$ cat src/rtl/word_scroller.sv
// rtl/word_scroller.sv - rotating character display with manual offset and prescaled auto scroll
module word_scroller #(
  parameter int NUM_DIGITS = 4,
  parameter int CHAR_W     = 2,
  parameter int TICK_DIV   = 50_000_000,
  localparam int OFF_W     = ($clog2(NUM_DIGITS) < 1) ? 1 : $clog2(NUM_DIGITS),
  localparam int MSG_W     = NUM_DIGITS * CHAR_W
) (
  input  logic             CLOCK_50,
  input  logic             reset,
  input  logic             load,
  input  logic [MSG_W-1:0] CHARS,
  input  logic             mode,
  input  logic             dir,
  input  logic             pause,
  input  logic [OFF_W-1:0] sel,
  output logic [MSG_W-1:0] DISP,
  output logic [OFF_W-1:0] offset,
  output logic             step
);

  localparam int PS_W = ($clog2(TICK_DIV) < 1) ? 1 : $clog2(TICK_DIV);
  localparam logic [PS_W-1:0]  PS_LAST  = PS_W'(TICK_DIV - 1);
  localparam logic [OFF_W-1:0] OFF_LAST = OFF_W'(NUM_DIGITS - 1);

  typedef enum logic [1:0] {
    ST_MANUAL = 2'd0,
    ST_AUTO   = 2'd1,
    ST_HOLD   = 2'd2
  } state_t;

  state_t           state_q;
  logic [MSG_W-1:0] msg_q;
  logic [OFF_W-1:0] offset_q;
  logic [PS_W-1:0]  presc_q;
  logic             step_q;

  logic [OFF_W-1:0] offset_adv_d;
  logic             sel_ok;
  logic             tick;

  // Next offset for an auto advance, wrapping at both ends of the digit range
  always_comb begin
    offset_adv_d = offset_q;
    if (dir == 1'b0) begin
      offset_adv_d = (offset_q == OFF_LAST) ? '0 : offset_q + 1'b1;
    end else begin
      offset_adv_d = (offset_q == '0) ? OFF_LAST : offset_q - 1'b1;
    end
  end

  assign sel_ok = (int'(sel) < NUM_DIGITS);
  assign tick   = (presc_q == PS_LAST);

  // Control FSM: state, message, offset, prescaler and step pulse all registered here
  always_ff @(posedge CLOCK_50) begin
    if (reset) begin
      state_q  <= ST_MANUAL;
      msg_q    <= '0;
      offset_q <= '0;
      presc_q  <= '0;
      step_q   <= 1'b0;
    end else begin
      step_q <= 1'b0;

      if (load) begin
        msg_q <= CHARS;
      end

      // mode dominates pause in every state
      if (mode == 1'b0) begin
        state_q <= ST_MANUAL;
      end else if (pause) begin
        state_q <= ST_HOLD;
      end else begin
        state_q <= ST_AUTO;
      end

      unique case (state_q)
        ST_MANUAL: begin
          presc_q <= '0;
          if (sel_ok) begin
            offset_q <= sel;
          end
        end
        ST_AUTO: begin
          // a load restarts the scroll from the first character and swallows any tick
          if (load) begin
            offset_q <= '0;
            presc_q  <= '0;
          end else if (tick) begin
            presc_q  <= '0;
            offset_q <= offset_adv_d;
            step_q   <= 1'b1;
          end else begin
            presc_q <= presc_q + 1'b1;
          end
        end
        ST_HOLD: begin
          // partial count is kept so resume picks up where it left off
          if (load) begin
            offset_q <= '0;
            presc_q  <= '0;
          end
        end
        default: begin
          state_q <= ST_MANUAL;
        end
      endcase
    end
  end

  // Rotate the message: digit i shows character (i + offset) mod NUM_DIGITS
  always_comb begin
    DISP = '0;
    for (int i = 0; i < NUM_DIGITS; i++) begin
      int k;
      k = i + int'(offset_q);
      if (k >= NUM_DIGITS) begin
        k = k - NUM_DIGITS;
      end
      DISP[i*CHAR_W +: CHAR_W] = msg_q[k*CHAR_W +: CHAR_W];
    end
  end

  assign offset = offset_q;
  assign step   = step_q;

endmodule

$ cat config.mk
export PLATFORM = sky130hd
export DESIGN_NAME = word_scroller
export DESIGN_NICKNAME = d
export VERILOG_FILES = /design/src/rtl/word_scroller.sv
export SDC_FILE = /design/constraint.sdc
export NUM_CORES = 1
export LEC_CHECK = 0
export CORE_UTILIZATION = 24
export CTS_CLUSTER_DIAMETER = 100
export DETAILED_ROUTE_END_ITERATION = 7
export GPL_ROUTABILITY_DRIVEN = 0
export PLACE_DENSITY = 0.44
export REMOVE_ABC_BUFFERS = 1
export SLEW_MARGIN = 0
export SYNTH_ARGS = -nofsm -noshare
export SYNTH_HDL_FRONTEND = slang
export SYNTH_SLANG_ARGS = --single-unit
$ cat constraint.sdc
create_clock -name CLOCK_50 -period 3.93 [get_ports CLOCK_50]
set_clock_uncertainty 0.2 [all_clocks]
set_input_delay 0.786 -clock CLOCK_50 [delete_from_list [all_inputs] [get_ports CLOCK_50]]
set_output_delay 0.786 -clock CLOCK_50 [all_outputs]
set_load 0.02 [all_outputs]
==> results of run 1 <==
[power by group]
group          total, mW  internal (mW)  switching [mW]
registers          0.411          0.402         0.00902
logic              0.117         0.0626          0.0545
clock network      0.263          0.122           0.141
[worst min path at each step]
stage	from	end	slack [ns]
2_1_floorplan	presc_q[1]	presc_q[1]	0.26
3_3_place_gp	presc_q[1]	presc_q[1]	0.28
3_5_place_dp	presc_q[1]	presc_q[1]	0.28
4_1_cts	presc_q[1]	presc_q[1]	0.29
5_1_grt	presc_q[1]	presc_q[1]	0.32
6_report	presc_q[1]	presc_q[1]	0.30
[cell usage in the layout, fill, tap and decap left out, types with 2 or more instances in the layout]
cell type / synthesis / routed
inv_1: 5 / 5
o31ai_1: 2 / 2
dfxtp_1: 39 / 39
nand3_1: 11 / 11
nor4b_1: 2 / 2
a21boi_0: 2 / 2
xnor2_1: 3 / 3
nor2_1: 28 / 28
o21ai_0: 2 / 2
nor2_2: 10 / 10
buf_4: 1 / 5
nand2_1: 12 / 12
a21oi_1: 10 / 10
mux4_2: 4 / 4
mux2_2: 2 / 2
and3_1: 5 / 5
and2_1: 2 / 2
clkdlybuf4s50_1: 0 / 26
mux2i_1: 10 / 10
nor2b_1: 3 / 3
nor3_1: 5 / 5
ha_1: 8 / 8
clkbuf_8: 0 / 5
a31oi_1: 2 / 2
clkinv_2: 0 / 3
or3_1: 2 / 2
xor2_1: 19 / 19
nand4_1: 14 / 14
a2111oi_0: 2 / 2
[per-stage QoR]
step | hold WS [ns] | total power [mW] | cells | setup WS, ns | utilization [%]
6_report | 0.301 | 0.791 | 362 | 0.464 | 30.5
5_1_grt | 0.316 | 0.832 | 362 | 0.226 | 30.5
4_1_cts | 0.295 | 0.807 | 362 | 0.426 | 30.5
3_5_place_dp | 0.283 | 0.540 | 354 | 0.747 | 29.4
3_3_place_gp | 0.279 | 0.540 | 354 | 0.806 | 29.4
2_1_floorplan | 0.256 | 0.482 | 218 | 0.948 | -
[synthesized netlist by cell type, types with 3 or more instances]
master    count  area share (%)
a21oi_1      10             2.4
and3_1        5             1.5
clkbuf_1      6             1.1
dfxtp_1      39              37
ha_1          8             4.8
inv_1         5            0.90
mux2i_1      10             4.8
mux4_2        4             4.3
nand2_1      12             2.1
nand3_1      11             2.6
nand4_1      14             4.2
nor2_1       28             5.0
nor2_2       10             3.0
nor2b_1       3            0.90
nor3_1        5             1.2
xnor2_1       3             1.3
xor2_1       19             7.9
[per-layer routing]
layer  vias to the layer above  GRT usage (%)  wire length (um)
met5                         -              0                 0
met4                         0           3.73                63
met3                         4           2.39                68
met2                        11           18.6              2080
met1                       752           14.1              2310
li1                        862              -                 -
[state kept, by name, summed over array words and instances, names as in the netlist]
register,cells
presc_q,26
msg_q,8
offset,2
state_q,2
step,1
[kinds of logic (layout without fill, tap and decap cells)]
| logic type | count (synthesis) | count (layout) | synth area share (%) |
|---|---|---|---|
| adder cells (fa/ha/maj) | 8 | 8 | 4.77 |
| AND/OR/NAND/NOR | 105 | 105 | 27.3 |
| AO/OA/AOI/OAI | 23 | 23 | 7.10 |
| buffers and inverters | 16 | 44 | 4.24 |
| flip-flops | 39 | 39 | 37.2 |
| multiplexers | 16 | 16 | 10.1 |
| XOR/XNOR | 22 | 22 | 9.19 |
[worst reg2reg max path: cells and delay by family (launching register included)]
kind,cells,cell delay [ns]
AO/OA/AOI/OAI,2,1.12
flip-flops,1,0.38
AND/OR/NAND/NOR,3,0.61
[layout make-up]
type                    instances  area (um2)  share of cell area (%)
inverters                       5        18.8                   0.739
clock buffers                   5        68.8                    2.71
repair buffers                 31         298                    11.7
multi-input cells             174        1230                    48.3
flip-flops and latches         39         781                    30.7
well taps                     105         131                    5.17
clock inverters                 3        15.0                   0.591
==> impl_metrics.py, run 1 <==
metrics = {
    "route": {
        "first_iter_violations": 21,
        "ant_nets": 0,
        "firstDrtPassIters": 4,
        "wirelength_um": 4520,
        "via_per_inst": 4.50,
        "drc": 0,
        "vias": 1629,
        "wl_per_cell_um": 12.5,
    },
    "sta": {
        "period_share_pct": 88.2,
        "setup_violations": 0,
        "hold_viol_final": 0,
        "layout_min_cycle_time_ns": 3.47,
        "slew_headroom_pct": 63.9,
        "slew_violations": 0,
        "rsz0062_at_grt": "false",
        "fin_setup_tns_ns": 0,
        "max_freq_ghz": 0.289,
        "worst_pin_slew_ns": 0.542,
    },
    "floorplan": {
        "core.rowCount": 33,
        "die_area_mm2": 0.00912,
        "coreArea_mm2": 0.00834,
        "ioPinCount": 27,
        "die_w_um": 95.5,
        "initial_core_util_pct": 25.1,
        "fp.dieH_um": 95.5,
    },
    "global_routing": {
        "overflow": 0,
        "grt_usage_pct": 11.1,
        "grt_first_pass_wirelength_um": 7760,
        "grt_max_degree": 23,
        "grt_pass1_vias": 1610,
        "antenna_found_initial": 0,
    },
    "logic_synthesis": {
        "synth-seq-cells": 39,
        "synth_edf_count": 0,
        "ys_seq_area_share_pct": 37.2,
        "synthArstFlopShare_pct": 0,
        "synth_cells": 229,
        "synth_flop_cell": "dfxtp_1",
        "yosysWarningCount": 0,
        "syn_area_mm2": 0.00210,
        "synth.distinct_cells": 45,
        "synth_area_per_cell_um2": 9.16,
    },
    "worst_setup_path": {
        "end_kind": "primary output",
        "crit_family": "buffers and inverters",
        "crit_end": "DISP[3]",
        "cp.depth": 4,
        "crit_type": "flip-flop to primary output",
        "crit_chain": "inv_1 -> ha_1 -> mux4_2 -> clkdlybuf4s50_1",
        "r2r_slack_ns": 1.50,
        "slowest_stage": "dfxtp_1",
        "cpPeakStageDelay_ns": 0.56,
        "reg2reg_depth": 5,
        "path_buf_inv": 2,
        "cp-start-kind": "flip-flop",
        "crit-reg2reg-launch": "presc_q[4]",
        "crit_path_max_fanout": 13,
        "required_ns": 2.94,
        "r2r_end": "presc_q[21]",
        "cp-startpoint": "offset[1]",
        "cp.arrival_ns": 2.48,
    },
    "final_layout": {
        "synthToLayoutAreaGrowth_pct": 21.1,
        "fin_area_mm2": 0.00254,
        "nNetsFinal": 280,
        "drive_gt1_share_pct": 14.4,
        "antenna_cells": 0,
        "fill_cells": 918,
    },
    "clock_tree": {
        "cts_made_buffers": 5,
        "clkSinkCount": 39,
        "path_clk_slew_ns": 0.08,
        "cts-root-buf": "clkbuf_8",
        "htree_levels": 2,
        "cts_tree": "built",
        "ctsLongestPathBuffers": 2,
        "post_cts_resized": 0,
        "cts_hold_buf": 0,
        "post-cts-setup-buffer-count": 0,
        "clk_latency_ns": 0.29,
    },
    "placement": {
        "io_buffers": 26,
        "place_area_mm2": 0.00246,
        "hpwl_um": 3300,
    },
    "pwr": {
        "ir_drop_uv": 135,
        "powerDensity_mw_per_mm2": 311,
        "leakage_nw": 0.880,
    },
    "status": {
        "status": "finished, final reports clean",
    },
    "job": {
        "cap_violations": 0,
    },
    "worst_hold_path": {
        "hp-class": "flip-flop to flip-flop",
        "holdPathStages": 2,
    },
}
Note: power is estimated with default switching activity, not from simulation.
==> run 2, diff against run 1 <==
- CORE_MARGIN: default -> 2
- RECOVER_POWER: default -> 50
==> impl_metrics.py, run 2 (same netlist as run 1, synthesis figures left out) <==
metrics = {
    "worst_setup_path": {
        "cp-startpoint": "offset[1]",
        "crit-reg2reg-launch": "presc_q[4]",
        "crit_chain": "inv_1 -> ha_1 -> mux4_2 -> clkdlybuf4s50_1",
        "required_ns": 2.94,
        "cpPeakStageDelay_ns": 0.56,
        "end_kind": "primary output",
        "crit_type": "flip-flop to primary output",
        "crit_path_max_fanout": 13,
        "cp-start-kind": "flip-flop",
        "cp.arrival_ns": 2.47,
        "slowest_stage": "dfxtp_1",
    },
    "pwr": {
        "p_total_mw": 0.862,
        "powerDensity_mw_per_mm2": 337,
        "leakage_nw": 0.884,
        "ir_drop_uv": 94.4,
    },
    "sta": {
        "setup_violations": 0,
        "worst_pin_slew_ns": 0.904,
        "rsz0062_at_grt": "false",
        "hold_viol_final": 0,
        "worst_slack_ns": 0.470,
        "period_share_pct": 88.0,
        "layout_min_cycle_time_ns": 3.46,
        "hold_slack_ns": 0.303,
        "max_freq_ghz": 0.289,
        "slew_headroom_pct": 39.8,
        "slew_violations": 0,
        "fin_setup_tns_ns": 0,
    },
    "route": {
        "first_iter_violations": 60,
        "via_per_inst": 4.54,
        "firstDrtPassIters": 4,
        "drc": 0,
        "wirelength_um": 4630,
        "wl_per_cell_um": 12.7,
        "ant_nets": 0,
        "vias": 1658,
    },
    "placement": {
        "pre_cts_slack_ns": 0.763,
        "place_area_mm2": 0.00246,
        "io_buffers": 26,
        "hpwl_um": 3330,
        "dp_cells": 357,
    },
    "global_routing": {
        "grt_max_degree": 23,
        "grt_first_pass_wirelength_um": 8030,
        "antenna_found_initial": 0,
        "grt_pass1_vias": 1618,
        "grt_usage_pct": 10.4,
        "overflow": 0,
    },
    "final_layout": {
        "utilization_pct": 29.8,
        "largest_reg_flops": 26,
        "antenna_cells": 0,
        "fin_area_mm2": 0.00256,
        "drive_gt1_share_pct": 12.5,
        "final_cell_mix": "dfxtp_1, nor2_1, clkdlybuf4s50_1",
        "final_common_cell": "dfxtp_1",
        "top_register": "presc_q",
        "nNetsFinal": 280,
        "final_cells": 365,
        "synthToLayoutAreaGrowth_pct": 22.1,
        "reg_top3": "presc_q x26, msg_q x8",
    },
    "clock_tree": {
        "clkSinkCount": 39,
        "cts-root-buf": "clkbuf_8",
        "post_cts_resized": 0,
        "path_clk_slew_ns": 0.08,
        "ctsLongestPathBuffers": 2,
        "clk_latency_ns": 0.29,
        "cts_tree": "built",
        "htree_levels": 2,
        "post-cts-setup-buffer-count": 0,
        "cts_made_buffers": 5,
        "cts_hold_buf": 0,
    },
    "worst_hold_path": {
        "hold_path_startpoint": "presc_q[1]",
        "hp-class": "flip-flop to flip-flop",
    },
    "status": {
        "status": "finished, final reports clean",
    },
    "floorplan": {
        "ioPinCount": 27,
        "fp.dieH_um": 97.5,
        "core.rowCount": 34,
        "coreArea_mm2": 0.00859,
        "initial_core_util_pct": 24.4,
        "die_area_mm2": 0.00950,
        "die_w_um": 97.5,
    },
    "job": {
        "cap_violations": 0,
    },
}
run 2: worst paths after layout:
check                 to  slack [ns]  cells after the start
max              DISP[3]        0.47                      4
min           presc_q[1]        0.30                      2
max reg2reg  presc_q[21]        1.01                      5
min reg2reg   presc_q[1]        0.30                      2
run 2: layout make-up:
class,count,area (um2)
Fill cell,916,6030
Tap cell,108,135
Sequential cell,39,781
Multi-Input combinational cell,174,1230
Clock inverter,3,43.8
Clock buffer,5,68.8
Timing Repair Buffer,31,287
Inverter,5,18.8
run 2: layer usage:
layer  vias up  wire length [um]  track usage [%]
met2        11              2180             16.3
met4         0                68             3.53
met1       778              2310             14.3
met5         -                 0                0
li1        862                 -                -
met3         7                80             1.94
run 2: power by group:
group / internal [mW] / total (mW) / switching (mW)
sequential: 0.402 / 0.411 / 0.00891
clock: 0.189 / 0.336 / 0.147
combinational: 0.0606 / 0.115 / 0.0542
run 2: worst max-delay path, delay by kind of cell (launching register included):
kind / cells / cell delay, ns
fa+ha+maj: 1 / 0.44
buf+inv: 2 / 0.67
flops: 1 / 0.56
mux: 1 / 0.53
